<file path="config.mk">
export PLATFORM = sky130hd
export DESIGN_NAME = timer_regif_flat
export DESIGN_NICKNAME = d
export VERILOG_FILES = /design/src/rtl/timer_pkg.sv /design/src/rtl/timer_regif_if.sv /design/src/rtl/timer_regif.sv /design/src/flat_wrapper.sv
export SDC_FILE = /design/constraint.sdc
export NUM_CORES = 1
export LEC_CHECK = 0
export BUFFER_PORTS_ARGS = -buffer_cell sky130_fd_sc_hd__buf_2
export CELL_PAD_IN_SITES_DETAIL_PLACEMENT = 0
export CELL_PAD_IN_SITES_GLOBAL_PLACEMENT = 1
export CORE_UTILIZATION = 33
export DETAILED_ROUTE_END_ITERATION = 6
export PLACE_DENSITY = 0.84
export SYNTH_ARGS = -nofsm -noshare
export SYNTH_HDL_FRONTEND = slang
export SYNTH_SLANG_ARGS = --single-unit
</file>
<file path="constraint.sdc">
create_clock -name clk -period 2.14 [get_ports clk]
set_clock_uncertainty 0.05 [all_clocks]
set_input_delay 0.428 -clock clk [delete_from_list [all_inputs] [get_ports clk]]
set_output_delay 0.428 -clock clk [all_outputs]
set_load 0.01 [all_outputs]
</file>
<file path="src/rtl/timer_pkg.sv">
// Shared definitions for the timer register front-end: register offsets,
// CTRL/STATUS bit positions and the bus FSM state encoding.
package timer_pkg;

    // Word-aligned register offsets (byte addresses).
    localparam logic [31:0] OFF_CTRL   = 32'h00;
    localparam logic [31:0] OFF_TERM   = 32'h04;
    localparam logic [31:0] OFF_STATUS = 32'h08;
    localparam logic [31:0] OFF_COUNT  = 32'h0C;
    localparam logic [31:0] OFF_IRQCNT = 32'h10;

    // CTRL bit positions.
    localparam int CTRL_START  = 0;
    localparam int CTRL_HALT   = 1;
    localparam int CTRL_MODE   = 2;
    localparam int CTRL_IRQ_EN = 3;

    // STATUS bit positions.
    localparam int STAT_RUNNING = 0;
    localparam int STAT_PENDING = 1;

    // Bus FSM: IDLE accepts a request, RESP holds the response until consumed.
    typedef enum logic [0:0] {
        ST_IDLE = 1'b0,
        ST_RESP = 1'b1
    } state_t;

endpackage

</file>
<file path="src/rtl/timer_regif_if.sv">
// Request/response bus for the timer register front-end.
// Handshake: a request transfers on a cycle where req_valid and req_ready are
// both 1; a response transfers on a cycle where rsp_valid and rsp_ready are
// both 1. The master holds req_* stable while req_valid is 1 and not yet
// accepted; the slave holds rsp_rdata/rsp_err stable while rsp_valid is 1 and
// not yet consumed. state mirrors the slave's bus FSM for observation.
interface timer_regif_if #(
    parameter int ADDR_W = 5
);
    import timer_pkg::*;

    logic              req_valid;
    logic              req_ready;
    logic              req_write;
    logic [ADDR_W-1:0] req_addr;
    logic [31:0]       req_wdata;
    logic              rsp_valid;
    logic              rsp_ready;
    logic [31:0]       rsp_rdata;
    logic              rsp_err;
    state_t            state;

    modport master (
        output req_valid, req_write, req_addr, req_wdata, rsp_ready,
        input  req_ready, rsp_valid, rsp_rdata, rsp_err, state
    );

    modport slave (
        input  req_valid, req_write, req_addr, req_wdata, rsp_ready,
        output req_ready, rsp_valid, rsp_rdata, rsp_err, state
    );

endinterface

</file>
<file path="src/rtl/timer_regif.sv">
// Register front-end for the timing counter: decodes single-beat bus
// accesses, drives trigger pulses / mode / terminal count to the counter and
// keeps a sticky interrupt-pending flag that drives a level irq.
// Optional: TIMER_REGIF_IRQCNT_EN adds the IRQCNT register at 0x10.
module timer_regif
    import timer_pkg::*;
#(
    parameter int          ADDR_W     = 5,
    parameter logic [31:0] TERM_RESET = 32'h0000_0000
) (
    input  logic                 clk,
    input  logic                 reset,
    timer_regif_if.slave         bus,
    output logic                 tmr_trig_start,
    output logic                 tmr_trig_halt,
    output logic                 tmr_mode,
    output logic [31:0]          tmr_termcount,
    input  logic                 tmr_status,
    input  logic [31:0]          tmr_currcount,
    input  logic                 tmr_int,
    output logic                 irq
);

    state_t      state;
    logic        irq_en;
    logic        pending;
`ifdef TIMER_REGIF_IRQCNT_EN
    logic [31:0] irqcnt;
`endif

    logic        accept;
    logic        hit;
    logic [31:0] rd_data;
    logic [31:0] addr_ext;
    logic        wr_ctrl;
    logic        wr_term;
    logic        wr_status;
    logic        pend_clr;
`ifdef TIMER_REGIF_IRQCNT_EN
    logic        wr_irqcnt;
`endif

    assign bus.state = state;
    assign accept    = (state == ST_IDLE) && bus.req_valid;

    // Address decode and read-data mux, evaluated on the accept cycle.
    always_comb begin
        addr_ext = 32'(bus.req_addr);
        hit      = 1'b0;
        rd_data  = 32'h0;
        if (addr_ext[1:0] == 2'b00) begin
            case (addr_ext)
                OFF_CTRL: begin
                    hit                  = 1'b1;
                    rd_data[CTRL_MODE]   = tmr_mode;
                    rd_data[CTRL_IRQ_EN] = irq_en;
                end
                OFF_TERM: begin
                    hit     = 1'b1;
                    rd_data = tmr_termcount;
                end
                OFF_STATUS: begin
                    hit                   = 1'b1;
                    rd_data[STAT_RUNNING] = tmr_status;
                    rd_data[STAT_PENDING] = pending;
                end
                OFF_COUNT: begin
                    hit     = 1'b1;
                    rd_data = tmr_currcount;
                end
`ifdef TIMER_REGIF_IRQCNT_EN
                OFF_IRQCNT: begin
                    hit     = 1'b1;
                    rd_data = irqcnt;
                end
`endif
                default: begin
                    hit     = 1'b0;
                    rd_data = 32'h0;
                end
            endcase
        end
    end

    // Write strobes; an erroring access never reaches here because hit is 0.
    always_comb begin
        wr_ctrl   = accept && bus.req_write && hit && (addr_ext == OFF_CTRL);
        wr_term   = accept && bus.req_write && hit && (addr_ext == OFF_TERM);
        wr_status = accept && bus.req_write && hit && (addr_ext == OFF_STATUS);
        pend_clr  = wr_status && bus.req_wdata[STAT_PENDING];
`ifdef TIMER_REGIF_IRQCNT_EN
        wr_irqcnt = accept && bus.req_write && hit && (addr_ext == OFF_IRQCNT);
`endif
    end

    // Bus FSM with registered handshake/response outputs and control pulses.
    always_ff @(posedge clk) begin
        if (reset) begin
            state          <= ST_IDLE;
            bus.req_ready  <= 1'b1;
            bus.rsp_valid  <= 1'b0;
            bus.rsp_rdata  <= 32'h0;
            bus.rsp_err    <= 1'b0;
            tmr_trig_start <= 1'b0;
            tmr_trig_halt  <= 1'b0;
        end else begin
            // START wins over HALT when both are written in one access.
            tmr_trig_start <= wr_ctrl && bus.req_wdata[CTRL_START];
            tmr_trig_halt  <= wr_ctrl && bus.req_wdata[CTRL_HALT]
                              && !bus.req_wdata[CTRL_START];
            case (state)
                ST_IDLE: begin
                    if (bus.req_valid) begin
                        state         <= ST_RESP;
                        bus.req_ready <= 1'b0;
                        bus.rsp_valid <= 1'b1;
                        bus.rsp_rdata <= (hit && !bus.req_write) ? rd_data : 32'h0;
                        bus.rsp_err   <= !hit;
                    end
                end
                ST_RESP: begin
                    if (bus.rsp_ready) begin
                        state         <= ST_IDLE;
                        bus.req_ready <= 1'b1;
                        bus.rsp_valid <= 1'b0;
                    end
                end
                default: begin
                    state         <= ST_IDLE;
                    bus.req_ready <= 1'b1;
                    bus.rsp_valid <= 1'b0;
                end
            endcase
        end
    end

    // Configuration registers written from the bus.
    always_ff @(posedge clk) begin
        if (reset) begin
            tmr_mode      <= 1'b0;
            irq_en        <= 1'b0;
            tmr_termcount <= TERM_RESET;
        end else begin
            if (wr_ctrl) begin
                tmr_mode <= bus.req_wdata[CTRL_MODE];
                irq_en   <= bus.req_wdata[CTRL_IRQ_EN];
            end
            if (wr_term) begin
                tmr_termcount <= bus.req_wdata;
            end
        end
    end

    // Sticky pending flag (a new interrupt beats a simultaneous clear) and
    // the registered level irq derived from it.
    always_ff @(posedge clk) begin
        if (reset) begin
            pending <= 1'b0;
            irq     <= 1'b0;
        end else begin
            pending <= tmr_int || (pending && !pend_clr);
            irq     <= pending && irq_en;
        end
    end

`ifdef TIMER_REGIF_IRQCNT_EN
    // Saturating interrupt counter; a bus write clears it and beats an increment.
    always_ff @(posedge clk) begin
        if (reset) begin
            irqcnt <= 32'h0;
        end else if (wr_irqcnt) begin
            irqcnt <= 32'h0;
        end else if (tmr_int && (irqcnt != 32'hFFFF_FFFF)) begin
            irqcnt <= irqcnt + 32'h1;
        end
    end
`endif

endmodule

</file>
<file path="src/flat_wrapper.sv">
// flat-port wrapper written by rule: the top's interface ports become plain ports
module timer_regif_flat import timer_pkg::*;
#(
    parameter int          ADDR_W     = 5,
    parameter logic [31:0] TERM_RESET = 32'h0000_0000
)
  (clk, reset, tmr_trig_start, tmr_trig_halt, tmr_mode, tmr_termcount, tmr_status, tmr_currcount, tmr_int, irq, bus_req_valid, bus_req_write, bus_req_addr, bus_req_wdata, bus_rsp_ready, bus_req_ready, bus_rsp_valid, bus_rsp_rdata, bus_rsp_err, bus_state);
  timer_regif_if #(.ADDR_W(ADDR_W)) bus_i ();
  input  logic clk;
  input  logic reset;
  output logic tmr_trig_start;
  output logic tmr_trig_halt;
  output logic tmr_mode;
  output logic [31:0] tmr_termcount;
  input  logic tmr_status;
  input  logic [31:0] tmr_currcount;
  input  logic tmr_int;
  output logic irq;
  input wire logic [$bits(bus_i.req_valid)-1:0] bus_req_valid;
  input wire logic [$bits(bus_i.req_write)-1:0] bus_req_write;
  input wire logic [$bits(bus_i.req_addr)-1:0] bus_req_addr;
  input wire logic [$bits(bus_i.req_wdata)-1:0] bus_req_wdata;
  input wire logic [$bits(bus_i.rsp_ready)-1:0] bus_rsp_ready;
  output wire logic [$bits(bus_i.req_ready)-1:0] bus_req_ready;
  output wire logic [$bits(bus_i.rsp_valid)-1:0] bus_rsp_valid;
  output wire logic [$bits(bus_i.rsp_rdata)-1:0] bus_rsp_rdata;
  output wire logic [$bits(bus_i.rsp_err)-1:0] bus_rsp_err;
  output wire logic [$bits(bus_i.state)-1:0] bus_state;
  assign bus_i.req_valid = bus_req_valid;
  assign bus_i.req_write = bus_req_write;
  assign bus_i.req_addr = bus_req_addr;
  assign bus_i.req_wdata = bus_req_wdata;
  assign bus_i.rsp_ready = bus_rsp_ready;
  assign bus_req_ready = bus_i.req_ready;
  assign bus_rsp_valid = bus_i.rsp_valid;
  assign bus_rsp_rdata = bus_i.rsp_rdata;
  assign bus_rsp_err = bus_i.rsp_err;
  assign bus_state = bus_i.state;
  timer_regif #(.ADDR_W(ADDR_W), .TERM_RESET(TERM_RESET)) u_core (.clk(clk), .reset(reset), .bus(bus_i), .tmr_trig_start(tmr_trig_start), .tmr_trig_halt(tmr_trig_halt), .tmr_mode(tmr_mode), .tmr_termcount(tmr_termcount), .tmr_status(tmr_status), .tmr_currcount(tmr_currcount), .tmr_int(tmr_int), .irq(irq));
endmodule
</file>
Word-level counts from Yosys, hierarchy flattened
Cells that the tools add are included. Widths: inputs -> output; s select.

Word-level logic and storage cells: 58. Input port bits: 76. Output and inout bits: 72. Register bits: 74.

Bitwise operators: 1. Multiplexer cells: 16. Reductions and logical operators: 24. Equality and inequality tests: 5.

Operators by type and width (count): $mux 32 (2); $pmux 28 s2 (1); $logic_not 32->1 (1); $logic_and 1x1->1 (13); $pmux 2 s3 (2); $eq 5x4->1 const B (2); $mux 1 (8); $pmux 1 s2 (3); $eq 5x3->1 const B (1); $logic_not 5->1 (1); $logic_not 1->1 (4); $ne 2x2->1 const B (2); $reduce_and 2->1 (2); $reduce_or 4->1 (1); $logic_not 2->1 (1); $logic_or 1x1->1 (1); $not 1->1 (1).

Logic depth before layout (Yosys ltp)
Gate-level depths: netlist of the first run.

Word-level depth: 10. Depth in mapped cells: 6. Gate-level depth less buffers: 3.

Worst setup path before layout of the first run
OpenSTA, ideal clock, no wires.

Path kind: input to register. Start point: in bus_req_addr[4]. End point: reg u_core.pending. Stages on the path: 4. Path slack: 0.503 ns. Arrival time: 1.454 ns. Data required time: 1.958 ns. Library setup time: 0.132 ns. Buffers on the path: 1. Path through: or4b_1 > buf_2 > o41ai_2 > a21oi_1.

Word-level cells in the longest chain between the ends: 10. Elaborated cells on any way between the ends: 13. Classes of those cells: 3 x eq/ne; 2 x mux; 8 x reduce/logical.

Ends and longest elaborated chain: from (decl) (RTL line flat_wrapper.sv:21) `input wire logic [$bits(bus_i.req_addr)-1:0] bus_req_addr;`; $eq 5x4->1 (tied with other cells) (RTL line timer_regif.sv:52) `case (addr_ext)`; $reduce_or 4->1 (no line); $mux 1 (RTL line timer_regif.sv:52); $mux 1 (RTL line timer_regif.sv:51) `if (addr_ext[1:0] == 2'b00) begin`; $logic_and 1x1->1 (RTL line timer_regif.sv:89) `wr_status = accept && bus.req_write && hit && (addr_ext == OFF_STATUS);`; $logic_and 1x1->1 (*) (RTL line timer_regif.sv:89); $logic_and 1x1->1 (*) (RTL line timer_regif.sv:90) `pend_clr = wr_status && bus.req_wdata[STAT_PENDING];`; $logic_not 1->1 (*) (RTL line timer_regif.sv:161) `pending <= tmr_int || (pending && !pend_clr);`; $logic_and 1x1->1 (*) (RTL line timer_regif.sv:161); $logic_or 1x1->1 (*) (RTL line timer_regif.sv:161); to (signal assigned) (RTL line timer_regif.sv:161); to (decl) (RTL line timer_regif.sv:26) `logic pending;`.

Mark *: on every way between the ends. The rest lies on a longest branch, timed or not. A chain may end at the register's enable or synchronous reset.

Worst setup path after layout of the first run
Start point: reg u_core.state (netlist: u_core.bus.state). End point: reg u_core.tmr_mode.

Word-level cells in the longest chain between the ends: 5.

Ends and longest elaborated chain: from (decl) (RTL line timer_regif.sv:24) `state_t state;`; from (signal assigned) (RTL line timer_regif.sv:99) `state <= ST_IDLE;`; from (signal assigned) (RTL line timer_regif.sv:114) `state <= ST_RESP;`; from (signal assigned) (RTL line timer_regif.sv:123) `state <= ST_IDLE;`; $not 1->1 (RTL line timer_regif.sv:44) `assign accept = (state == ST_IDLE) && bus.req_valid;`; $logic_and 1x1->1 (RTL line timer_regif.sv:44); $logic_and 1x1->1 (3 in series) (RTL line timer_regif.sv:87) `wr_ctrl = accept && bus.req_write && hit && (addr_ext == OFF_CTRL);`; to (signal assigned) (RTL line timer_regif.sv:145) `tmr_mode <= bus.req_wdata[CTRL_MODE];`; to (decl) (RTL line timer_regif.sv:16) `output logic tmr_mode,`.

Every way passes these cells.

==> summary.md, run 1 <==
| Metric | Value |
|---|---|
| GRT Residual Overflow | 0 |
| MaxCap Viol Count | 0 |
| Syn nets | 452 |
| Syn avg cell area | 8.409 um2 |
| Max layer used | met4 |
| Utilization after layout | 0.4626 |
| Status | finished, final reports clean |
| Clock tree buffer depth | 2 |
| Residual DRC | 0 |
| Vias/cell | 5.480 |
| Sequential area share after synthesis | 0.4685 |
| Hold Crit Class | in2reg |
| Final Power | 2.935 mW |
| Nets@finish | 578 |
| Worst reg2reg setup slack | 0.38 ns |
| Worst Setup End Kind | register |
| Crit share post-route | 0.8233 |
| Gr usage total | 0.2058 |
| Final number of setup-violating endpoints | 0 |
| Post-cts resize count | 0 |
| Worst R2R Start | u_core.bus.state |
| Reg2reg end | u_core.tmr_mode |
| Number of synthesized flops with an enable pin | 0 |
| Routed vias | 3,485 |
| RSZ-0062 raised after global routing | no |
| Area Growth Syn to Fin | 35.18% |
| Die area | 9977 um2 |
| Clk Latency, worst-skew pair | 0.34 ns |
| PortBufs | 147 |
| Pin count of the biggest net entering global routing | 60 |
| Post-CTS setup buffers | 0 |
| Synthesized cell area | 3162 um2 |
| Synth top area share | 0.4685 |
| Share of cells above drive strength 1 | 0.3629 |
| Detailed Routing Iterations Pass 1 | 5 |
| Final Routed Wirelength | 10,340 um |
| H-tree Lvls | 3 |
| Clock Pin Slew Worst Setup and Hold Paths | 0.08 ns |
| Min Tclk post-route | 1.762 ns |
| Crit-path cells | or4b_1 -> buf_4 -> o21ai_1 -> a21oi_1 |
| Met3 WL | 654 um |
| Critical Path Source Type | register |
| GP Congestion | 0.8919 |
| Register area | 1481 um2 |
| Met2 Wirelength | 4606 um |
| Slew margin rel. | 0.6405 |
| Vias in the first global route | 3,123 |
| Core ar. | 9240 um2 |
| IO Pins | 148 |
| FILL cells | 951 |
| Critical path required time | 2.30 ns |
| Hold Vio Cnt, Final | 0 |
| Ant. Diodes | 0 |
| Synth Instances | 376 |
| CTS Sinks | 74 |
| Leakage | 1.890 nW |
| WL met1 | 4771 um |
| Fmax | 567.6 MHz |
| Drt initial violations | 201 |
| Clk root buf | clkbuf_8 |
| Crit Path Max Fanout | 23 |
| Crit-path slowest cell | or4b_1 |
| Synth cell types | 33 |
| Final instance area | 4274 um2 |
| Starting Density | 0.3422 |
| Max VDD drop | 365.0 uV |
| Slew @ Worst Pin | 0.5318 ns |
| Synth Warn # | 0 |
| Worst Setup Path Type | reg2reg |
| Worst Path Arrival | 1.92 ns |
| Power density cells | 686.8 nW/um2 |
| Area of the multi-input gates | 1508 um2 |
| Cts hold-fix bufs | 0 |
| Rows | 35 |
| HPWL Detailed | 7131 um |
| Initial antenna violation count | 0 |
| Placed Instance Area | 4036 um2 |
| CTS buffer count | 9 |
| Hold WS | 0.2376 ns |
| Timing startpoint of the critical path | u_core.bus.state |
| Area contributors post-synth | dfxtp_1 (47%), nand3_1 (14%), nand4_1 (11%), a21oi_1 (5.9%), o21ai_1 (5.4%) |
| Setup tns final | 0 ns |
| Largest stage delay, worst path | 0.65 ns |
| Pins Over Slew Limit | 0 |
| Die Y | 99.89 um |
| Primary FF master, synth | dfxtp_1 |
| Worst Setup EP | u_core.tmr_mode |
| Reg2Reg Depth | 4 |
| Antenna viol nets, final | 0 |
| Ys async rst share | 0 |
| Seq cells post-synth | 74 |
| WL per Instance | 16.25 um |
| Area leader, netlist | dfxtp_1 |
| CTS tree | built |
| Die width | 99.89 um |
| First-pass GRT wire length | 15,940 um |
## kinds of logic (layout without fill, tap and decap cells)
group / count (synthesis) / after routing / share of synthesized area
and+or+nand+nor: 165 / 165 / 0.2984
AOI/OAI and AO/OA: 84 / 84 / 0.1512
DFF: 74 / 74 / 0.4685
muxes: 5 / 5 / 0.01702
buffers and inverters: 48 / 179 / 0.06490
## layout by cell type (no fill, tap or decap), types with 3 or more instances in the layout
master,n
a21oi_1,37
a32o_1,4
nand2_1,3
buf_4,11
nand2b_1,3
nand4_1,55
clkbuf_8,12
dfxtp_1,74
buf_2,147
o21ai_1,34
nand3_1,89
buf_12,3
## metal layers
layer  vias to the layer above  global-route usage
met5                         -                   0
met3                        25             0.03134
met1                      1631              0.2941
met4                         0             0.09729
met2                       154              0.3029
li1                       1675                   -
## area by class of cell
class	instances	area share
clock buffers	12	0.03864
clock inverters	4	0.01698
inverters	2	0.001756
multi-input cells	254	0.3528
flip-flops and latches	74	0.3466
well taps	129	0.03776
repair buffers	161	0.2055
## sequential cells by signal, indices dropped and copies added, names as in the netlist
| name | count |
|---|---|
| u_core.bus.req_ready | 1 |
| u_core.bus.rsp_err | 1 |
| u_core.bus.rsp_rdata | 32 |
| u_core.bus.rsp_valid | 1 |
| u_core.bus.state | 1 |
| u_core.irq | 1 |
| u_core.irq_en | 1 |
| u_core.pending | 1 |
| u_core.tmr_mode | 1 |
| u_core.tmr_termcount | 32 |
| u_core.tmr_trig_halt | 1 |
| u_core.tmr_trig_start | 1 |
## Yosys cell counts, types with 2 or more instances
library cell,number
buf_1,2
or4b_1,2
clkbuf_1,24
nand2b_1,3
nor2_1,2
o21ai_1,34
nand4_1,55
a32o_1,4
dfxtp_1,74
nand3_1,89
buf_2,20
inv_1,2
mux2_2,2
a22o_1,2
nand2_1,3
nor4b_1,2
mux2i_1,2
a21oi_1,37
o2bb2ai_1,2
nor2b_1,2
## report_power, final
part / total [mW] / internal (mW) / switching, mW / leakage [nW]
Combinational: 0.270 / 0.103 / 0.167 / 1.17
Clock: 1.27 / 0.751 / 0.517 / 0.119
Sequential: 1.40 / 1.39 / 0.0106 / 0.597
Total: 2.94 / 2.24 / 0.694 / 1.89
## how the worst min path moves through the flow
stage / startpoint / to / slack [ns] / depth (start not counted)
3_3_place_gp: u_core.bus.rsp_rdata[30] / u_core.bus.rsp_rdata[30] / 0.40 / 2
5_1_grt: bus_rsp_ready / u_core.bus.state / 0.24 / 2
3_5_place_dp: u_core.bus.rsp_rdata[30] / u_core.bus.rsp_rdata[30] / 0.40 / 2
6_report: bus_req_wdata[0] / u_core.tmr_trig_halt / 0.24 / 2
4_1_cts: bus_req_wdata[0] / u_core.tmr_trig_halt / 0.22 / 2
2_1_floorplan: u_core.pending / u_core.pending / 0.40 / 2
## through the flow
stage | worst slack (ns) | cells
after global routing | 0.2756 | 636
after CTS | 0.3899 | 636
after global placement | 0.3152 | 620
after floorplan | 0.5034 | 376
after detailed placement | 0.2900 | 620
final | 0.3781 | 636
## worst max-delay path: cells and delay by family, from the launching register on
family                 cells  cell delay (ns)
AO/OA/AOI/OAI              2             0.26
buffers and inverters      1             0.26
flip-flops                 1             0.41
AND/OR/NAND/NOR            1             0.65
No activity file was read; power rests on OpenSTA's default activity.
==> run 2, diff against run 1 <==
--- a/config.mk
+++ b/config.mk
@@ -8,9 +8,9 @@
 export BUFFER_PORTS_ARGS = -buffer_cell sky130_fd_sc_hd__buf_2
 export CELL_PAD_IN_SITES_DETAIL_PLACEMENT = 0
 export CELL_PAD_IN_SITES_GLOBAL_PLACEMENT = 1
-export CORE_UTILIZATION = 33
+export CORE_UTILIZATION = 29
 export DETAILED_ROUTE_END_ITERATION = 6
-export PLACE_DENSITY = 0.84
+export PLACE_DENSITY = 0.79
 export SYNTH_ARGS = -nofsm -noshare
 export SYNTH_HDL_FRONTEND = slang
 export SYNTH_SLANG_ARGS = --single-unit
==> constraint.sdc (replaced) <==
create_clock -name clk -period 1.5 [get_ports clk]
set_clock_uncertainty 0.05 [all_clocks]
set_input_delay 0.3 -clock clk [delete_from_list [all_inputs] [get_ports clk]]
set_output_delay 0.3 -clock clk [all_outputs]
set_load 0.01 [all_outputs]
==> run 2 against run 1 <==
Net effect: the flow now finishes with violations (negative setup slack); clock power up 48%; fmax up 17%; sequential share of layout area down 1.9 points; register-to-register slack worse by 0.39 ns; non-clock buffer count up 19; total power up 47%; first-iteration DRC count up 27%; hold slack worse by 0.13 ns; global-route usage down 1.2 points; wire length up 6.0%.
==> summary.md, run 2 (synthesized netlist as in run 1, its figures left out) <==
| Metric | Value |
|---|---|
| Status | complete, but fails checks |
| Failing checks | negative setup slack |
| CTS buffer count | 9 (unchanged) |
| Area Growth Syn to Fin | 43.45% |
| Max VDD drop | 485.2 uV (+33%) |
| Min Tclk post-route | 1.511 ns (-0.2514 ns) |
| Crit-path slowest cell | or4b_4 |
| Worst reg2reg setup slack | -0.01 ns (-0.39 ns) |
| GP Congestion | 0.8186 (-8.2%) |
| Utilization after layout | 0.4335 (-0.02905) |
| Crit-path leading delay family | simple AND/OR/NAND/NOR gates |
| Commonest non-fill, non-tap cell in the layout | buf_2 |
| Reg2reg end | u_core.pending |
| Share of cells above drive strength 1 | 0.3878 (+0.02491) |
| Hold Crit Class | in2reg |
| Slew @ Worst Pin | 0.4292 ns (-0.1026 ns) |
| H-tree Lvls | 3 (unchanged) |
| Final Power | 4.322 mW (+47%) |
| Crit-path cells | or4b_4 -> buf_6 -> o41ai_2 -> a21oi_1 |
| Detailed Routing Iterations Pass 1 | 4 (-1) |
| Post-CTS setup buffers | 0 (unchanged) |
| Worst Setup End Kind | register |
| HPWL Detailed | 7987 um (+12%) |
| Worst Setup Path Type | reg2reg |
| Worst Path Arrival | 1.68 ns (-0.24 ns) |
| Power density cells | 952.8 nW/um2 (+39%) |
| Clock tree buffer depth | 2 (unchanged) |
| CP bufs+invs | 1 (unchanged) |
| Finished Layout Cells | 663 (+4.2%) |
| Crit share post-route | 1.007 (+0.1837) |
| CTS Sinks | 74 (unchanged) |
| Antenna viol nets, final | 0 (unchanged) |
| Timing startpoint of the critical path | u_core.bus.state |
| Clk root buf | clkbuf_8 |
| Final number of setup-violating endpoints | 1 (+1) |
| Die area | 11,320 um2 (+14%) |
| Routed vias | 3,526 (+1.2%) |
| Number of cells after detailed placement | 646 (+4.2%) |
| Pin count of the biggest net entering global routing | 35 (-42%) |
| CTS tree | built |
| Largest stage delay, worst path | 0.51 ns (-0.14 ns) |
| Rows | 37 (+5.7%) |
| Vias/cell | 5.318 (-2.9%) |
| Leakage | 2.015 nW (+6.7%) |
| IO Pins | 148 (unchanged) |
| Core ar. | 10,460 um2 (+13%) |
| WL per Instance | 16.53 um (+1.7%) |
| Initial antenna violation count | 1 (+1) |
| Residual DRC | 0 (unchanged) |
| Reg2Reg Depth | 4 (unchanged) |
| Cts hold-fix bufs | 0 (unchanged) |
| Slew margin rel. | 0.7098 (+0.06938) |
| Gr usage total | 0.1939 (-0.01189) |
| GRT Residual Overflow | 0 (unchanged) |
| Starting Density | 0.3022 (-0.03998) |
| Worst R2R Start | u_core.bus.state |
| Pins Over Slew Limit | 0 (unchanged) |
| Final worst slack | -0.01058 ns (-0.3886 ns) |
| Clock Pin Slew Worst Setup and Hold Paths | 0.08 ns (about the same) |
| MaxCap Viol Count | 0 (unchanged) |
| First-pass GRT wire length | 17,130 um (+7.4%) |
| Largest regs | u_core.bus.rsp_rdata: 32 flops, u_core.tmr_termcount: 32 flops |
| Die width | 106.4 um (+6.5%) |
| RSZ-0062 raised after global routing | yes |
| Instance count on the critical path | 4 (unchanged) |
| Die Y | 106.4 um (+6.5%) |
| Most frequent cells in the layout | buf_2 (147), nand3_1 (89), dfxtp_1 (73) |
| Nets@finish | 597 (+3.3%) |
| PortBufs | 147 (unchanged) |
| Worst Setup EP | u_core.pending |
| Vias in the first global route | 3,315 (+6.1%) |
| Clk Latency, worst-skew pair | 0.33 ns (about the same) |
| Final Routed Wirelength | 10,960 um (+6.0%) |
| Drt initial violations | 256 (+27%) |
| Hold Vio Cnt, Final | 0 (unchanged) |
| Critical Path Source Type | register |
| Critical path required time | 1.67 ns (-0.63 ns) |
| Crit Path Max Fanout | 8 (-65%) |
| Fmax | 662.0 MHz (+17%) |
## run 2: cell types whose count changed in the layout (fill, tap and decap cells not counted), moves of 2 or more
cell / change
buf_12: +7
buf_4: +10
buf_6: +2
clkbuf_8: -3
clkinv_4: +2
## run 2: power by group
| part | total, mW | internal (mW) | switching, mW | leakage (nW) |
|---|---|---|---|---|
| Clock | 1.88 | 1.11 | 0.766 | 0.117 |
| Combinational | 0.452 | 0.198 | 0.254 | 1.30 |
| Sequential | 1.99 | 1.98 | 0.0134 | 0.598 |
## run 2: metrics by stage
stage / instance area (um2) / worst slack (ns) / hold slack, ns / setup TNS, ns
2_1_floorplan: 3174 / -0.008242 / 0.3267 / -0.1727
3_3_place_gp: 4279 / -0.1365 / 0.3935 / -4.027
3_5_place_dp: 4279 / -0.1749 / 0.3949 / -4.632
4_1_cts: 4533 / 0.0009696 / 0.08377 / 0
5_1_grt: 4533 / -0.04433 / 0.08769 / -0.4012
6_report: 4536 / -0.01058 / 0.1045 / -0.01058
## run 2: layout make-up
cell class              instances  area (um2)
diodes                          1       2.502
clock buffers                  10       127.6
clock inverters                 6       115.1
fillers                      1074        5927
inverters                       2       7.507
multi-input cells             254        1511
flip-flops and latches         74        1485
well taps                     136       170.2
repair buffers                180        1116
## run 2: timing repair
item	in CTS	in global routing
setup endpoints to repair	29	22
gates resized for setup	3	0
pin swaps	0	1
## run 2: how the worst min path moves through the flow
stage,end,cells past startpoint,start
finish,u_core.bus.state,2,bus_rsp_ready
detailed placement,u_core.bus.rsp_rdata[30],2,u_core.bus.rsp_rdata[30]
CTS,u_core.bus.state,2,bus_rsp_ready
global placement,u_core.bus.rsp_rdata[30],2,u_core.bus.rsp_rdata[30]
floorplan,u_core.tmr_trig_halt,1,bus_req_wdata[0]
global route,u_core.tmr_trig_halt,2,bus_req_wdata[0]
## run 2: metal layers
| metal | global-route usage | wire length, um | up-vias |
|---|---|---|---|
| li1 | - | - | 1714 |
| met5 | 0 | 0 | - |
| met3 | 0.03740 | 795 | 17 |
| met1 | 0.2664 | 4935 | 1633 |
| met2 | 0.2931 | 4999 | 162 |
| met4 | 0.08611 | 227 | 0 |
==> run 3, diff against run 2 <==
--- a/config.mk
+++ b/config.mk
@@ -10,6 +10,7 @@
 export CELL_PAD_IN_SITES_GLOBAL_PLACEMENT = 1
 export CORE_UTILIZATION = 29
 export DETAILED_ROUTE_END_ITERATION = 6
+export GPL_TIMING_DRIVEN = 0
 export PLACE_DENSITY = 0.79
 export SYNTH_ARGS = -nofsm -noshare
 export SYNTH_HDL_FRONTEND = slang
==> run 3 against run 2 <==
Net effect: the run still ends with negative setup slack left; final cell count rose by 3.0%; fmax up 0.67%; hold slack got worse by 0.0065 ns; critical endpoint is now u_core.tmr_termcount[19]; largest cell class unchanged.
==> summary.md, run 3 (synthesized netlist as in run 1, its figures left out) <==
| Metric | Value |
|---|---|
| Power density cells | 953.3 nW/um2 (about the same) |
| Initial antenna violation count | 0 (-1) |
| Hold Crit Class | in2reg |
| PortBufs | 146 (-0.68%) |
| Status | complete, but fails checks |
| GP Congestion | 0.8757 (+7.0%) |
| Antenna viol nets, final | 0 (unchanged) |
| CTS buffer count | 9 (unchanged) |
| Instance count on the critical path | 4 (unchanged) |
| Commonest non-fill, non-tap cell in the layout | buf_2 |
| Critical Path Source Type | register |
| WL per Instance | 17.20 um (+4.1%) |
| Critical path required time | 1.66 ns (about the same) |
| Final Routed Wirelength | 11,750 um (+7.2%) |
| Ant. Diodes | 0 (-1) |
| Setup tns final | -0.0004916 ns (+0.01009 ns) |
| RSZ-0062 raised after global routing | yes |
| Hold Vio Cnt, Final | 0 (unchanged) |
| Met3 usage | 0.03433 (-0.003066) |
| Nets@finish | 618 (+3.5%) |
| H-tree Lvls | 3 (unchanged) |
| GRT Residual Overflow | 0 (unchanged) |
| Vias/cell | 5.284 (-0.64%) |
| Placed Instance Area | 4075 um2 (-4.8%) |
| Core ar. | 10,460 um2 (unchanged) |
| Worst reg2reg setup slack | -0.0005 ns (about the same) |
| First-pass GRT wire length | 18,290 um (+6.8%) |
| Largest regs | u_core.bus.rsp_rdata: 32 flops, u_core.tmr_termcount: 32 flops |
| Crit Path Max Fanout | 6 (-2) |
| Hold WS | 0.09799 ns (-0.006529 ns) |
| Max VDD drop | 462.9 uV (-4.6%) |
| Final number of setup-violating endpoints | 1 (unchanged) |
| MaxCap Viol Count | 0 (unchanged) |
| Crit share post-route | 1.000 (-0.006727) |
| Pin count of the biggest net entering global routing | 14 (-60%) |
| Layer with the highest usage | met2 |
| Starting Density | 0.3022 (unchanged) |
| Crit-path leading delay family | simple AND/OR/NAND/NOR gates |
| Leakage | 2.035 nW (+0.96%) |
| Slew @ Worst Pin | 0.5817 ns (+0.1525 ns) |
| Most frequent cells in the layout | buf_2 (157), nand3_1 (89), dfxtp_1 (73) |
| Clock Pin Slew Worst Setup and Hold Paths | 0.08 ns (about the same) |
| Worst Setup Path Type | reg2reg |
| Clock tree buffer depth | 2 (unchanged) |
| Detailed Routing Iterations Pass 1 | 4 (unchanged) |
| Crit-path cells | or4b_4 -> buf_4 -> o21ai_1 -> a21oi_1 |
| HPWL Detailed | 8814 um (+10%) |
| Failing checks | negative setup slack |
| Min Tclk post-route | 1.500 ns (-0.01009 ns) |
| Die Y | 106.4 um (unchanged) |
| Final worst slack | -0.0004916 ns (+0.01009 ns) |
| IO Pins | 148 (unchanged) |
| Dpl ws | -0.4684 ns (-0.2934 ns) |
| Met2 Use GR | 0.3367 (+0.04360) |
| Fmax | 666.4 MHz (+0.67%) |
| Pins Over Slew Limit | 0 (unchanged) |
| Die area | 11,320 um2 (unchanged) |
| Final Power | 4.346 mW (+0.57%) |
| CTS Sinks | 74 (unchanged) |
| Final instance area | 4559 um2 (+0.52%) |
| Met1 usage | 0.2816 (+0.01518) |
| Gr usage total | 0.2093 (+0.01544) |
| Clk root buf | clkbuf_8 |
| Worst Path Arrival | 1.66 ns (-0.02 ns) |
| Worst Setup End Kind | register |
| Drt initial violations | 181 (-29%) |
| Routed vias | 3,609 (+2.4%) |
| Residual DRC | 0 (unchanged) |
| Largest stage delay, worst path | 0.55 ns (+0.04 ns) |
| Area Growth Syn to Fin | 44.20% |
| CP bufs+invs | 1 (unchanged) |
| Hold Crit Depth | 2 (unchanged) |
| Crit-path slowest cell | or4b_4 |
| Vias in the first global route | 3,438 (+3.7%) |
| Reg2Reg Depth | 4 (unchanged) |
| Die width | 106.4 um (unchanged) |
| Share of cells above drive strength 1 | 0.3912 (+0.003392) |
| Slew margin rel. | 0.6068 (-0.1031) |
| Clk Latency, worst-skew pair | 0.35 ns (+0.02 ns) |
| CTS tree | built |
| Rows | 37 (unchanged) |
==> run 3: cell count changes in the layout (fill, tap and decap cells not counted), moves of 6 or more <==
cell / previous run / this run
buf_2: 147 / 157
o21ai_2: 0 / 6
clkbuf_1: 1 / 16
o21ai_1: 34 / 28
buf_12: 10 / 1
clkbuf_2: 0 / 6
buf_4: 21 / 6
buf_6: 2 / 8
==> run 3: metrics by stage <==
stage            util  std cells
4_1_cts        0.4229        680
3_3_place_gp   0.3895        658
5_1_grt        0.4358        683
3_5_place_dp   0.3895        658
6_report       0.4358        683
2_1_floorplan       -        376
==> run 3: worst reg2reg max path, cell delays in order, from the launching register on <==
cell and delay (ns):
dfxtp_4 0.38, or4b_4 0.55, buf_4 0.19, o21ai_1 0.13
a21oi_1 0.08
==> run 3: power breakdown <==
part	switching [mW]	leakage (nW)	internal (mW)
clock	0.790	0.121	1.11
combinational	0.265	1.32	0.185
sequential	0.0149	0.598	1.98
==> run 3: cell type report <==
cell class | count | area, um2
plain buffers | 45 | 289.0
clock buffers | 10 | 127.6
clock inverters | 6 | 112.6
fillers | 1110 | 5903
inverters | 2 | 7.507
multi-input cells | 255 | 1530
flip-flops and latches | 74 | 1485
well taps | 136 | 170.2
repair buffers | 155 | 837.1
==> run 3: timing repair <==
action,4_1_cts,5_1_grt
endpoints found under the setup margin,70,63
cloned,3,2
pin swaps,4,10
resized for setup,24,31
buffers inserted,4,1
hold buffers,0,0
==> run 3: worst paths after layout <==
path                                                 end                startpoint
worst max-delay path            u_core.tmr_termcount[19]          u_core.bus.state
worst min-delay path                    u_core.bus.state             bus_rsp_ready
worst max register to register  u_core.tmr_termcount[19]          u_core.bus.state
worst min register to register  u_core.bus.rsp_rdata[30]  u_core.bus.rsp_rdata[30]
==> run 3: metal layers <==
layer	vias up	wire length, um	part of all wire
li1	1756	-	-
met1	1704	5273	0.45
met2	135	5631	0.48
met3	14	658	0.056
met4	0	184	0.016
met5	-	0	0
